--- config.mk ---
export PLATFORM = sky130hd
export DESIGN_NAME = board_id_responder
export DESIGN_NICKNAME = d
export VERILOG_FILES = /design/src/rtl/board_id_pkg.sv /design/src/rtl/board_id_responder.sv
export SDC_FILE = /design/constraint.sdc
export NUM_CORES = 1
export LEC_CHECK = 0
export CORE_UTILIZATION = 61
export CTS_BUF_LIST = sky130_fd_sc_hd__clkbuf_8
export DETAILED_ROUTE_END_ITERATION = 8
export PLACE_DENSITY = 0.88
export REMOVE_ABC_BUFFERS = 1
export SYNTH_ARGS = -nofsm -noshare
export SYNTH_HDL_FRONTEND = slang
export SYNTH_SLANG_ARGS = --single-unit
--- constraint.sdc ---
create_clock -name clock -period 3 [get_ports clock]
set_input_delay 0.6 -clock clock [delete_from_list [all_inputs] [get_ports clock]]
set_output_delay 0.6 -clock clock [all_outputs]
set_load 0.05 [all_outputs]
--- src/rtl/board_id_pkg.sv ---
// Shared constants, state encoding and byte selection for the board-ID response frame.
package board_id_pkg;

  localparam int unsigned ID_WIDTH     = 32;
  localparam int unsigned IDX_W        = 3;
  localparam int unsigned WAIT_W       = 16;
  localparam int unsigned ID_FRAME_LEN = 6;
  localparam int unsigned ID_ERR_LEN   = 2;

  localparam logic [7:0] ID_HDR_OK   = 8'h5A;
  localparam logic [7:0] ID_HDR_ERR  = 8'hA5;
  localparam logic [7:0] ID_ERR_CODE = 8'hFF;

  typedef enum logic [1:0] {
    IDLE     = 2'd0,
    WAIT_ID  = 2'd1,
    SEND_OK  = 2'd2,
    SEND_ERR = 2'd3
  } state_t;

  // Byte idx of a good frame: header, ID MSB first, then XOR checksum.
  function automatic logic [7:0] ok_byte(input logic [ID_WIDTH-1:0] id,
                                         input logic [IDX_W-1:0]    idx);
    logic [7:0] b;
    case (idx)
      3'd0:    b = ID_HDR_OK;
      3'd1:    b = id[31:24];
      3'd2:    b = id[23:16];
      3'd3:    b = id[15:8];
      3'd4:    b = id[7:0];
      3'd5:    b = id[31:24] ^ id[23:16] ^ id[15:8] ^ id[7:0];
      default: b = 8'h00;
    endcase
    return b;
  endfunction

endpackage

--- src/rtl/board_id_responder.sv ---
// Answers a request with a framed copy of the board ID, waiting (bounded) for the ID to become valid.
module board_id_responder
  import board_id_pkg::*;
#(
  parameter int unsigned TIMEOUT_CYCLES = 16384
) (
  input  logic                clock,
  input  logic                reset,
  input  logic                id_ready,
  input  logic [ID_WIDTH-1:0] board_identifier,
  input  logic                req,
  output logic                busy,
  output logic [7:0]          out_data,
  output logic                out_valid,
  input  logic                out_ready,
  output logic                timeout_err
);

  // timeout_err is registered, so it is raised one edge before the wait counter
  // would reach TIMEOUT_CYCLES-1; a one-cycle timeout fires straight from IDLE.
  localparam logic              TIMEOUT_IMMEDIATE = (TIMEOUT_CYCLES == 1);
  localparam logic [WAIT_W-1:0] WAIT_LAST =
    (TIMEOUT_CYCLES > 1) ? WAIT_W'(TIMEOUT_CYCLES - 2) : '0;
  localparam logic [IDX_W-1:0]  OK_LAST  = IDX_W'(ID_FRAME_LEN - 1);
  localparam logic [IDX_W-1:0]  ERR_LAST = IDX_W'(ID_ERR_LEN - 1);

  state_t              state;
  logic [ID_WIDTH-1:0] id_q;
  logic [IDX_W-1:0]    byte_idx;
  logic [WAIT_W-1:0]   wait_cnt;
  logic                accept;

  assign accept = out_valid & out_ready;

  always_ff @(posedge clock) begin
    if (reset) begin
      state       <= IDLE;
      id_q        <= '0;
      byte_idx    <= '0;
      wait_cnt    <= '0;
      busy        <= 1'b0;
      out_valid   <= 1'b0;
      out_data    <= 8'h00;
      timeout_err <= 1'b0;
    end else begin
      timeout_err <= 1'b0;
      case (state)
        IDLE: begin
          if (req) begin
            busy <= 1'b1;
            if (id_ready) begin
              id_q      <= board_identifier;
              byte_idx  <= '0;
              out_valid <= 1'b1;
              out_data  <= ID_HDR_OK;
              state     <= SEND_OK;
            end else if (TIMEOUT_IMMEDIATE) begin
              timeout_err <= 1'b1;
              state       <= SEND_ERR;
            end else begin
              wait_cnt <= '0;
              state    <= WAIT_ID;
            end
          end
        end

        WAIT_ID: begin
          wait_cnt <= wait_cnt + WAIT_W'(1);
          if (id_ready) begin
            id_q      <= board_identifier;
            byte_idx  <= '0;
            out_valid <= 1'b1;
            out_data  <= ID_HDR_OK;
            state     <= SEND_OK;
          end else if (wait_cnt == WAIT_LAST) begin
            timeout_err <= 1'b1;
            state       <= SEND_ERR;
          end
        end

        SEND_OK: begin
          if (accept) begin
            if (byte_idx == OK_LAST) begin
              out_valid <= 1'b0;
              busy      <= 1'b0;
              byte_idx  <= '0;
              state     <= IDLE;
            end else begin
              byte_idx <= byte_idx + IDX_W'(1);
              out_data <= ok_byte(id_q, byte_idx + IDX_W'(1));
            end
          end
        end

        SEND_ERR: begin
          // First cycle here carries the timeout pulse; the header follows it.
          if (!out_valid) begin
            out_valid <= 1'b1;
            out_data  <= ID_HDR_ERR;
            byte_idx  <= '0;
          end else if (accept) begin
            if (byte_idx == ERR_LAST) begin
              out_valid <= 1'b0;
              busy      <= 1'b0;
              byte_idx  <= '0;
              state     <= IDLE;
            end else begin
              byte_idx <= byte_idx + IDX_W'(1);
              out_data <= ID_ERR_CODE;
            end
          end
        end

        default: state <= IDLE;
      endcase
    end
  end

endmodule

==> results of run 1 <==
## metal layers
metal / global-route usage [%] / vias up / routed length (um)
li1: - / 1493 / -
met1: 35.46 / 1413 / 3285
met2: 47.42 / 79 / 3675
met3: 7.937 / 12 / 345
met4: 13.79 / 0 / 147
met5: 0 / - / 0
## cells in the final DEF (no fill, tap or decap), types with 5 or more instances in the layout
cell / Yosys / routed
a21oi_1: 55 / 55
a222oi_1: 8 / 8
buf_4: 1 / 8
clkbuf_8: 0 / 9
clkdlybuf4s50_1: 0 / 47
dfxtp_1: 64 / 64
ha_1: 7 / 7
inv_1: 9 / 9
nand2_1: 78 / 78
nand2b_1: 17 / 17
nand3_1: 6 / 6
nor2_1: 11 / 10
o211ai_1: 5 / 5
o21ai_0: 15 / 15
o31ai_1: 6 / 6
or3_1: 10 / 10
xnor2_1: 14 / 14
## state kept, by name, indices dropped and copies added, names as in the netlist
name,cells
busy,1
byte_idx,3
timeout_err,1
out_valid,1
state,2
out_data,8
id_q,32
wait_cnt,16
## through the flow
step	cells	utilization [%]	setup slack, ns
6_report	511	77.79	0.7393
5_1_grt	511	77.79	0.5528
4_1_cts	511	77.79	0.7417
3_5_place_dp	496	73.75	0.4903
3_3_place_gp	496	73.75	0.5999
2_1_floorplan	371	-	0.7013
## cells by family (layout without fill, tap and decap cells)
| logic type | Yosys count | count (layout) | share of synthesized area [%] |
|---|---|---|---|
| AOI/OAI and AO/OA | 121 | 121 | 24.71 |
| DFF | 64 | 64 | 38.80 |
| buffers and inverters | 33 | 80 | 4.395 |
| muxes | 3 | 3 | 1.061 |
| xor gates and xnor gates | 22 | 22 | 7.503 |
| adders and majority gates | 7 | 7 | 2.652 |
| and+or+nand+nor | 144 | 144 | 20.88 |
## how the worst max path moves through the flow
stage	depth (start not counted)	endpoint	slack (ns)	start
after floorplan	4	id_q[0]	0.70	state[0]
after detailed placement	4	wait_cnt[2]	0.49	id_ready
after global placement	4	wait_cnt[3]	0.60	id_ready
final	1	out_valid	0.74	out_valid
after CTS	1	out_valid	0.74	out_valid
after global routing	6	out_data[3]	0.55	byte_idx[1]
## report_power, final
group | switching (W) | internal (W) | total [W] | leakage [nW]
Sequential | 0.0000497 | 0.000893 | 0.000943 | 0.521
Clock | 0.000329 | 0.000459 | 0.000789 | 0.101
Combinational | 0.000188 | 0.000174 | 0.000361 | 0.756
## tightest hold or removal path, stage by stage, from the launching register on
cell and delay, ns:
dfxtp_1 0.32, nand2_1 0.06, a21oi_1 0.05
## layout make-up
class / instances / area (um2) / share of cell area, %
Tap cell: 70 / 87.58 / 2.177
Clock buffer: 9 / 123.9 / 3.078
Sequential cell: 64 / 1281 / 31.84
Clock inverter: 6 / 85.08 / 2.114
Inverter: 10 / 37.54 / 0.9328
Multi-Input combinational cell: 297 / 1878 / 46.67
Timing Repair Buffer: 55 / 530.5 / 13.18
==> results by group, run 1 <==
Die
  – Ports: 48
  – Chip Width: 75.57 um
  – Initial Util: 63.84%
  – Die height: 75.57 um
  – Core area: 5172 um2
  – DIE AREA: 5711 um2
  – Row cnt: 26

Critical path
  – R2R Path Start: byte_idx[0]
  – Setup slack, reg-to-reg: 0.81 ns
  – CP required: 2.40 ns
  – Critical path, cell by cell: clkdlybuf4s50_1
  – Critical Path End Type: output port
  – Delay-heaviest family, CP: buffers and inverters
  – CP Class: register to output port
  – Worst path max stage delay: 0.85 ns
  – Crit Path Max Fanout: 7
  – CP arrival: 1.66 ns
  – Reg2Reg Depth: 6
  – Startpoint types: register
  – Bufs and invs on worst path: 1
  – Critical-path top delay cell: clkdlybuf4s50_1
  – Reg2reg end: out_data[3]

STA
  – Final TNS setup: 0 ns
  – Min Clock Period, post-route: 2.261 ns
  – Final hold vios: 0
  – Slew Limit Fails: 0
  – Final setup violation count: 0
  – Least-Margin Pin Slew: 1.038 ns
  – Clock Skews: 0.005245 ns
  – Max Freq: 442.3 MHz
  – Worst hold slack: 0.4753 ns
  – Unrepaired setup endpoints after global routing: false
  – Period utilization: 75.36%
  – Relative slew slack: 30.32%

Placement
  – Placed instance area: 3815 um2
  – Routability Congestion: 0.7892
  – Buffers on Ports: 47
  – Post-DP HPWL: 5.274 mm

Route
  – Via count: 2997
  – Routed vias/inst: 5.865
  – DRC: 0
  – DRT Pass-1 Iters: 6
  – Routed WL per cell: 14.59 um
  – Total Routed Length: 7.453 mm
  – Starting DRT DRC Count: 181
  – Antenna Violating Nets Remaining: 0

Yosys
  – Synth area leader: dfxtp_1
  – Number of synthesized register bits: 64
  – Post-Syn Area: 3302 um2
  – Syn Inst Count: 394
  – Top cells by count, synth: nand2_1 (78), dfxtp_1 (64), a21oi_1 (55), nand2b_1 (17), o21ai_0 (15)
  – EDFF count, synth: 0
  – Warnings from Yosys: 0
  – Avg Synthesized Cell Area: 8.381 um2
  – Synth top area share: 38.80%
  – Synth cell types: 53
  – Cell with the most instances after synthesis: nand2_1
  – Top post-synthesis cells by area: dfxtp_1 (39%), nand2_1 (8.9%), a21oi_1 (8.3%)
  – Post-synth top flop: dfxtp_1
  – Asr flop ratio synth: 0%
  – Sequential area share after synthesis: 38.80%

Hold path
  – Hold endpoint: id_q[0]
  – Hold path start: id_q[0]
  – Hold Crit Class: register to register
  – Hold Path Depth: 2

Layout
  – Layout cell share with drive strength beyond 1: 9.070%
  – # nets final: 481
  – Fillers: 375
  – Diodes inserted: 0
  – Design area: 4024 um2
  – Area grow syn2layout: 21.86%

Pwr
  – Power Density: 520.1 nW/um2
  – Pleak: 1.379 nW
  – Final total power: 0.002093 W
  – VDD IR max: 0.4588 mV

Global route
  – Number of global-route vias before repair: 2767
  – Total GRT Usage: 28.98%
  – Overflow after GRT: 0
  – Initial antenna violation count: 0
  – First-pass GRT wire length: 12.17 mm
  – Pin count of the biggest net entering global routing: 34

Clock tree
  – Longest Clk Path Bufs: 2
  – CTS tree: built
  – Setup bufs post-CTS: 0
  – Clk_lat worst skew: 0.35 ns
  – CTS Hold Buffers Added: 0
  – Sink Count: 64
  – Root buf cell: clkbuf_8
  – CTS resizes: 0
  – Cts bufs inserted: 9
  – Clock-pin slew on the worst setup and hold paths: 0.07 ns
  – H-tree levels: 3

Run
  – Max cap viols: 0

Outcome
  – Status: completed
Power figures use the tool's default switching activity.
==> run 2: changes to the inputs <==
--- a/config.mk
+++ b/config.mk
@@ -5,10 +5,10 @@
 export SDC_FILE = /design/constraint.sdc
 export NUM_CORES = 1
 export LEC_CHECK = 0
-export CORE_UTILIZATION = 61
+export CORE_UTILIZATION = 56
 export CTS_BUF_LIST = sky130_fd_sc_hd__clkbuf_8
 export DETAILED_ROUTE_END_ITERATION = 8
-export PLACE_DENSITY = 0.88
+export PLACE_DENSITY = 0.82
 export REMOVE_ABC_BUFFERS = 1
 export SYNTH_ARGS = -nofsm -noshare
 export SYNTH_HDL_FRONTEND = slang
==> constraint.sdc (replaced) <==
create_clock -name clock -period 2.3 [get_ports clock]
set_input_delay 0.46 -clock clock [delete_from_list [all_inputs] [get_ports clock]]
set_output_delay 0.46 -clock clock [all_outputs]
set_load 0.05 [all_outputs]
==> results by group, run 2 (same netlist as run 1, synthesis figures left out) <==
Outcome
  – Status: completed

STA
  – Clock Skews: 0.008626 ns (+0.003381 ns)
  – Final TNS setup: 0 ns (unchanged)
  – Final setup violation count: 0 (unchanged)
  – Relative slew slack: 62.01% (+32 points)
  – Least-Margin Pin Slew: 0.5658 ns (-0.4724 ns)
  – Worst hold slack: 0.4780 ns (+0.002710 ns)
  – Min Clock Period, post-route: 2.107 ns
  – Max Freq: 474.7 MHz
  – Unrepaired setup endpoints after global routing: false
  – Slew Limit Fails: 0 (unchanged)
  – Final hold vios: 0 (unchanged)
  – Period utilization: 91.60%

Pwr
  – Combinational fraction of design power: 18.6% (+1.3 points)
  – Clk pwr share: 36.1% (-1.6 points)
  – Sw Ratio: 27.55% (+0.47 points)
  – Switching pwr: 0.0007434 W (+31%)
  – VDD IR max: 0.4540 mV (-1.1%)
  – Internal power: 0.001955 W (+28%)
  – Power Density: 661.1 nW/um2 (+27%)
  – Final total power: 0.002698 W (+29%)
  – Pleak: 1.430 nW (+3.7%)
  – Part of the power in registers: 45.3% (+0.3 points)

Die
  – Ports: 48 (unchanged)
  – Chip Width: 78.79 um (+4.3%)
  – Die height: 78.79 um (+4.3%)
  – Initial Util: 58.88% (-5.0 points)
  – Core area: 5608 um2 (+8.4%)
  – Row cnt: 27 (+3.8%)
  – DIE AREA: 6207 um2 (+8.7%)

Placement
  – Placed instance area: 3882 um2 (+1.8%)
  – Post-DP HPWL: 5.249 mm (-0.47%)
  – Buffers on Ports: 47 (unchanged)
  – Routability Congestion: 0.7997 (+1.3%)

Global route
  – Overflow after GRT: 0 (unchanged)
  – Total GRT Usage: 26.48% (-2.5 points)
  – Number of global-route vias before repair: 2748 (-0.69%)
  – Initial antenna violation count: 0 (unchanged)
  – Pin count of the biggest net entering global routing: 33 (-2.9%)
  – First-pass GRT wire length: 12.79 mm (+5.0%)

Critical path
  – Startpoint types: register
  – CP Class: register to output port
  – Delay-heaviest family, CP: buffers and inverters
  – Crit Path Max Fanout: 7 (unchanged)
  – Critical path, cell by cell: clkdlybuf4s50_1
  – Setup slack, reg-to-reg: 0.27 ns (-0.54 ns)
  – CP required: 1.84 ns (-0.56 ns)
  – Worst path max stage delay: 0.85 ns (about the same)
  – Bufs and invs on worst path: 1 (unchanged)
  – Critical Path End Type: output port
  – R2R Path Start: byte_idx[0]
  – Start point of the critical path: out_valid
  – Critical-path top delay cell: clkdlybuf4s50_1
  – CP arrival: 1.65 ns (about the same)

Layout
  – Largest reg by FF count: id_q
  – # nets final: 488 (+1.5%)
  – Layout cell share with drive strength beyond 1: 10.24% (+1.2 points)
  – Biggest regs: id_q x32, wait_cnt x16, out_data x8
  – Most common cell after layout, fill and taps aside: nand2_1
  – Layout Utilization: 72.78% (-5.0 points)
  – Most frequent cells in the layout: nand2_1 (78), dfxtp_1 (64), a21oi_1 (55)
  – Area grow syn2layout: 23.61%
  – Design area: 4081 um2 (+1.4%)
  – Diodes inserted: 0 (unchanged)
  – Multi-input combinational cell area: 1878 um2 (unchanged)
  – Fillers: 470 (+25%)
  – Max reg flops: 32 (unchanged)
  – FF+latch area: 1281 um2 (unchanged)

Clock tree
  – CTS tree: built
  – Root buf cell: clkbuf_8
  – Clk_lat worst skew: 0.35 ns (about the same)
  – Longest Clk Path Bufs: 2 (unchanged)
  – Sink Count: 64 (unchanged)
  – CTS Hold Buffers Added: 0 (unchanged)
  – Setup bufs post-CTS: 0 (unchanged)
  – Cts bufs inserted: 9 (unchanged)
  – CTS resizes: 0 (unchanged)
  – Clock-pin slew on the worst setup and hold paths: 0.07 ns (about the same)
  – H-tree levels: 3 (unchanged)

Route
  – DRT Pass-1 Iters: 5 (-1)
  – Starting DRT DRC Count: 243 (+34%)
  – Routed vias/inst: 5.820 (-0.77%)
  – Routed WL per cell: 14.65 um (+0.44%)
  – DRC: 0 (unchanged)
  – Total Routed Length: 7.632 mm (+2.4%)
  – Via count: 3032 (+1.2%)
  – Antenna Violating Nets Remaining: 0 (unchanged)

Run
  – Max cap viols: 0 (unchanged)

Hold path
  – Hold Crit Class: register to register
  – Hold path start: id_q[7]
run 2: cell types whose count changed in the layout (fill, tap and decap cells not counted):
cell,before,now
bufinv_16,2,1
buf_12,0,1
clkbuf_8,9,11
buf_4,8,14
inv_1,9,11
clkinvlp_4,2,0
run 2: cell type report:
class                   instances  share of cell area [%]
clock buffers                  11                   3.709
clock inverters                 5                   1.165
inverters                      10                  0.9197
multi-input cells             297                   46.01
flip-flops and latches         64                   31.39
well taps                      72                   2.207
repair buffers                 62                   14.59
run 2: per-layer routing:
| metal | vias up | part of all wire [%] | track usage (%) |
|---|---|---|---|
| li1 | 1507 | - | - |
| met3 | 11 | 4.7 | 6.092 |
| met4 | 0 | 1.4 | 9.444 |
| met1 | 1437 | 47 | 35.64 |
| met2 | 77 | 47 | 41.39 |
| met5 | - | 0 | 0 |
run 2: power by group through the flow:
stage	Clock, W	Sequential, W	Combinational, W
after detailed placement	0	0.00124	0.000496
after CTS	0.000990	0.00122	0.000500
final	0.000974	0.00122	0.000503
after floorplan	0	0.00129	0.000248
after global routing	0.00105	0.00123	0.000545
after global placement	0	0.00124	0.000485
run 2: worst paths after layout:
| check | cells after the start | to |
|---|---|---|
| setup / recovery | 1 | out_valid |
| hold / removal | 2 | id_q[7] |
| setup reg to reg | 6 | out_data[5] |
| hold reg to reg | 2 | id_q[7] |
run 2: stage by stage:
step	std cells	setup slack, ns
2_1_floorplan	371	0.001320
3_3_place_gp	505	0.1246
3_5_place_dp	505	0.09105
4_1_cts	521	0.1832
5_1_grt	521	0.1243
6_report	521	0.1933
==> run 3: changes to the inputs <==
--- a/config.mk
+++ b/config.mk
@@ -7,7 +7,9 @@
 export LEC_CHECK = 0
 export CORE_UTILIZATION = 56
 export CTS_BUF_LIST = sky130_fd_sc_hd__clkbuf_8
+export CTS_CLUSTER_DIAMETER = 150
 export DETAILED_ROUTE_END_ITERATION = 8
+export GPL_TIMING_DRIVEN = 0
 export PLACE_DENSITY = 0.82
 export REMOVE_ABC_BUFFERS = 1
 export SYNTH_ARGS = -nofsm -noshare
==> results by group, run 3 (same netlist as run 1, synthesis figures left out) <==
Outcome
  – Status: completed

Placement
  – Buffers on Ports: 47 (unchanged)
  – Routability Congestion: 0.8064 (+0.84%)
  – Pre-CTS setup slack: -0.3348 ns (-0.4259 ns)
  – Post-DP HPWL: 4.925 mm (-6.2%)

Clock tree
  – Cts bufs inserted: 9 (unchanged)
  – Sink Count: 64 (unchanged)
  – CTS Hold Buffers Added: 0 (unchanged)
  – Longest Clk Path Bufs: 2 (unchanged)
  – H-tree levels: 3 (unchanged)
  – Clk_lat worst skew: 0.35 ns (about the same)
  – Root buf cell: clkbuf_8
  – Clock-pin slew on the worst setup and hold paths: 0.07 ns (about the same)
  – CTS tree: built

Die
  – Die height: 78.79 um (unchanged)
  – Initial Util: 58.88% (unchanged)
  – Row cnt: 27 (unchanged)
  – Ports: 48 (unchanged)
  – Core area: 5608 um2 (unchanged)
  – DIE AREA: 6207 um2 (unchanged)
  – Chip Width: 78.79 um (unchanged)

Critical path
  – Delay-heaviest family, CP: buffers and inverters
  – CP arrival: 1.67 ns (+0.02 ns)
  – Critical-path top delay cell: clkdlybuf4s50_1
  – Crit Path Max Fanout: 7 (unchanged)
  – Bufs and invs on worst path: 1 (unchanged)
  – Critical Path End Type: output port
  – Worst path max stage delay: 0.85 ns (about the same)
  – CP required: 1.84 ns (about the same)
  – Startpoint types: register
  – Critical path, cell by cell: clkdlybuf4s50_1
  – CP Class: register to output port

Layout
  – Area grow syn2layout: 21.26%
  – Max reg flops: 32 (unchanged)
  – Most common cell after layout, fill and taps aside: nand2_1
  – Most frequent cells in the layout: nand2_1 (78), dfxtp_1 (63), a21oi_1 (55)
  – Diodes inserted: 0 (unchanged)
  – Layout Utilization: 71.40% (-1.4 points)
  – Fillers: 463 (-1.5%)
  – Multi-input combinational cell area: 1896 um2 (+0.93%)
  – # nets final: 474 (-2.9%)
  – Largest reg by FF count: id_q
  – Biggest regs: id_q x32, wait_cnt x16, out_data x8
  – Layout cell share with drive strength beyond 1: 8.966% (-1.3 points)
  – FF+latch area: 1282 um2 (about the same)

Pwr
  – Power Density: 684.9 nW/um2 (+3.6%)
  – Pleak: 1.367 nW (-4.4%)
  – VDD IR max: 0.5278 mV (+16%)

Route
  – Antenna Violating Nets Remaining: 0 (unchanged)
  – Routed vias/inst: 5.972 (+2.6%)
  – DRT Pass-1 Iters: 5 (unchanged)
  – DRC: 0 (unchanged)
  – Total Routed Length: 7.495 mm (-1.8%)
  – Met3 WL: 432 um (+20%)
  – Via count: 3028 (-0.13%)
  – Post-Route M1 WL: 3.257 mm (-9.5%)
  – Routed WL per cell: 14.78 um (+0.92%)
  – WL met2: 3.692 mm (+3.4%)
  – Top Metal Used: met4
  – Starting DRT DRC Count: 272 (+12%)

Global route
  – Number of global-route vias before repair: 2785 (+1.3%)
  – Initial antenna violation count: 0 (unchanged)
  – Total GRT Usage: 26.38% (-0.10 points)
  – First-pass GRT wire length: 12.68 mm (-0.81%)
  – Overflow after GRT: 0 (unchanged)
  – Pin count of the biggest net entering global routing: 45 (+36%)

STA
  – Final setup violation count: 0 (unchanged)
  – Final hold vios: 0 (unchanged)
  – Max Freq: 470.3 MHz (-0.91%)
  – Slew Limit Fails: 0 (unchanged)
  – Min Clock Period, post-route: 2.126 ns (+0.01944 ns)
  – Least-Margin Pin Slew: 0.9607 ns (+0.3949 ns)
  – Post-route worst setup slack: 0.1738 ns (-0.01944 ns)
  – Clock Skews: 0.005861 ns (-0.002765 ns)
  – Period utilization: 92.44% (+0.85 points)
  – Final TNS setup: 0 ns (unchanged)
  – Unrepaired setup endpoints after global routing: false
  – Relative slew slack: 35.52% (-26 points)

Run
  – Max cap viols: 0 (unchanged)

Hold path
  – Hold Crit Class: register to register
[run 3: timing repair]
| action | in CTS | in global routing |
|---|---|---|
| cloned | 0 | 0 |
| endpoints found under the setup margin | 40 | 5 |
| resized for setup | 3 | 2 |
| setup buffers | 0 | 0 |
[run 3: metrics by stage]
step                area (um2)  total power [W]  hold slack, ns  instances
finish                    4004         0.002742          0.4712        507
global route              4004         0.002856          0.4982        507
CTS                       3996         0.002742          0.4720        507
detailed placement        3767         0.001713          0.4630        491
global placement          3755         0.001695          0.4569        490
floorplan                 3194         0.001538          0.4386        371
[run 3: cell type report]
type | count | area share (%)
tap | 72 | 2.250
multi-input combinational | 297 | 47.34
inverter | 10 | 0.9375
clock buffer | 13 | 4.469
timing repair buffer | 48 | 12.00
sequential | 64 | 32.03
clock inverter | 3 | 0.9688
[run 3: final timing paths]
kind / startpoint / depth (start not counted) / endpoint / slack [ns]
max: out_valid / 1 / out_valid / 0.17
min reg2reg: id_q[7] / 2 / id_q[7] / 0.47
min: id_q[7] / 2 / id_q[7] / 0.47
max reg2reg: byte_idx[1] / 6 / out_data[6] / 0.17
[run 3: power breakdown]
group | internal, W | total [W] | switching, W
Combinational | 0.000220 | 0.000466 | 0.000246
Sequential | 0.00117 | 0.00124 | 0.0000722
Clock | 0.000613 | 0.00104 | 0.000425
[run 3: routing by layer]
layer	GRT usage [%]	vias to the layer above
li1	-	1481
met4	11.11	0
met2	42.87	110
met1	33.29	1427
met5	0	-
met3	6.437	10
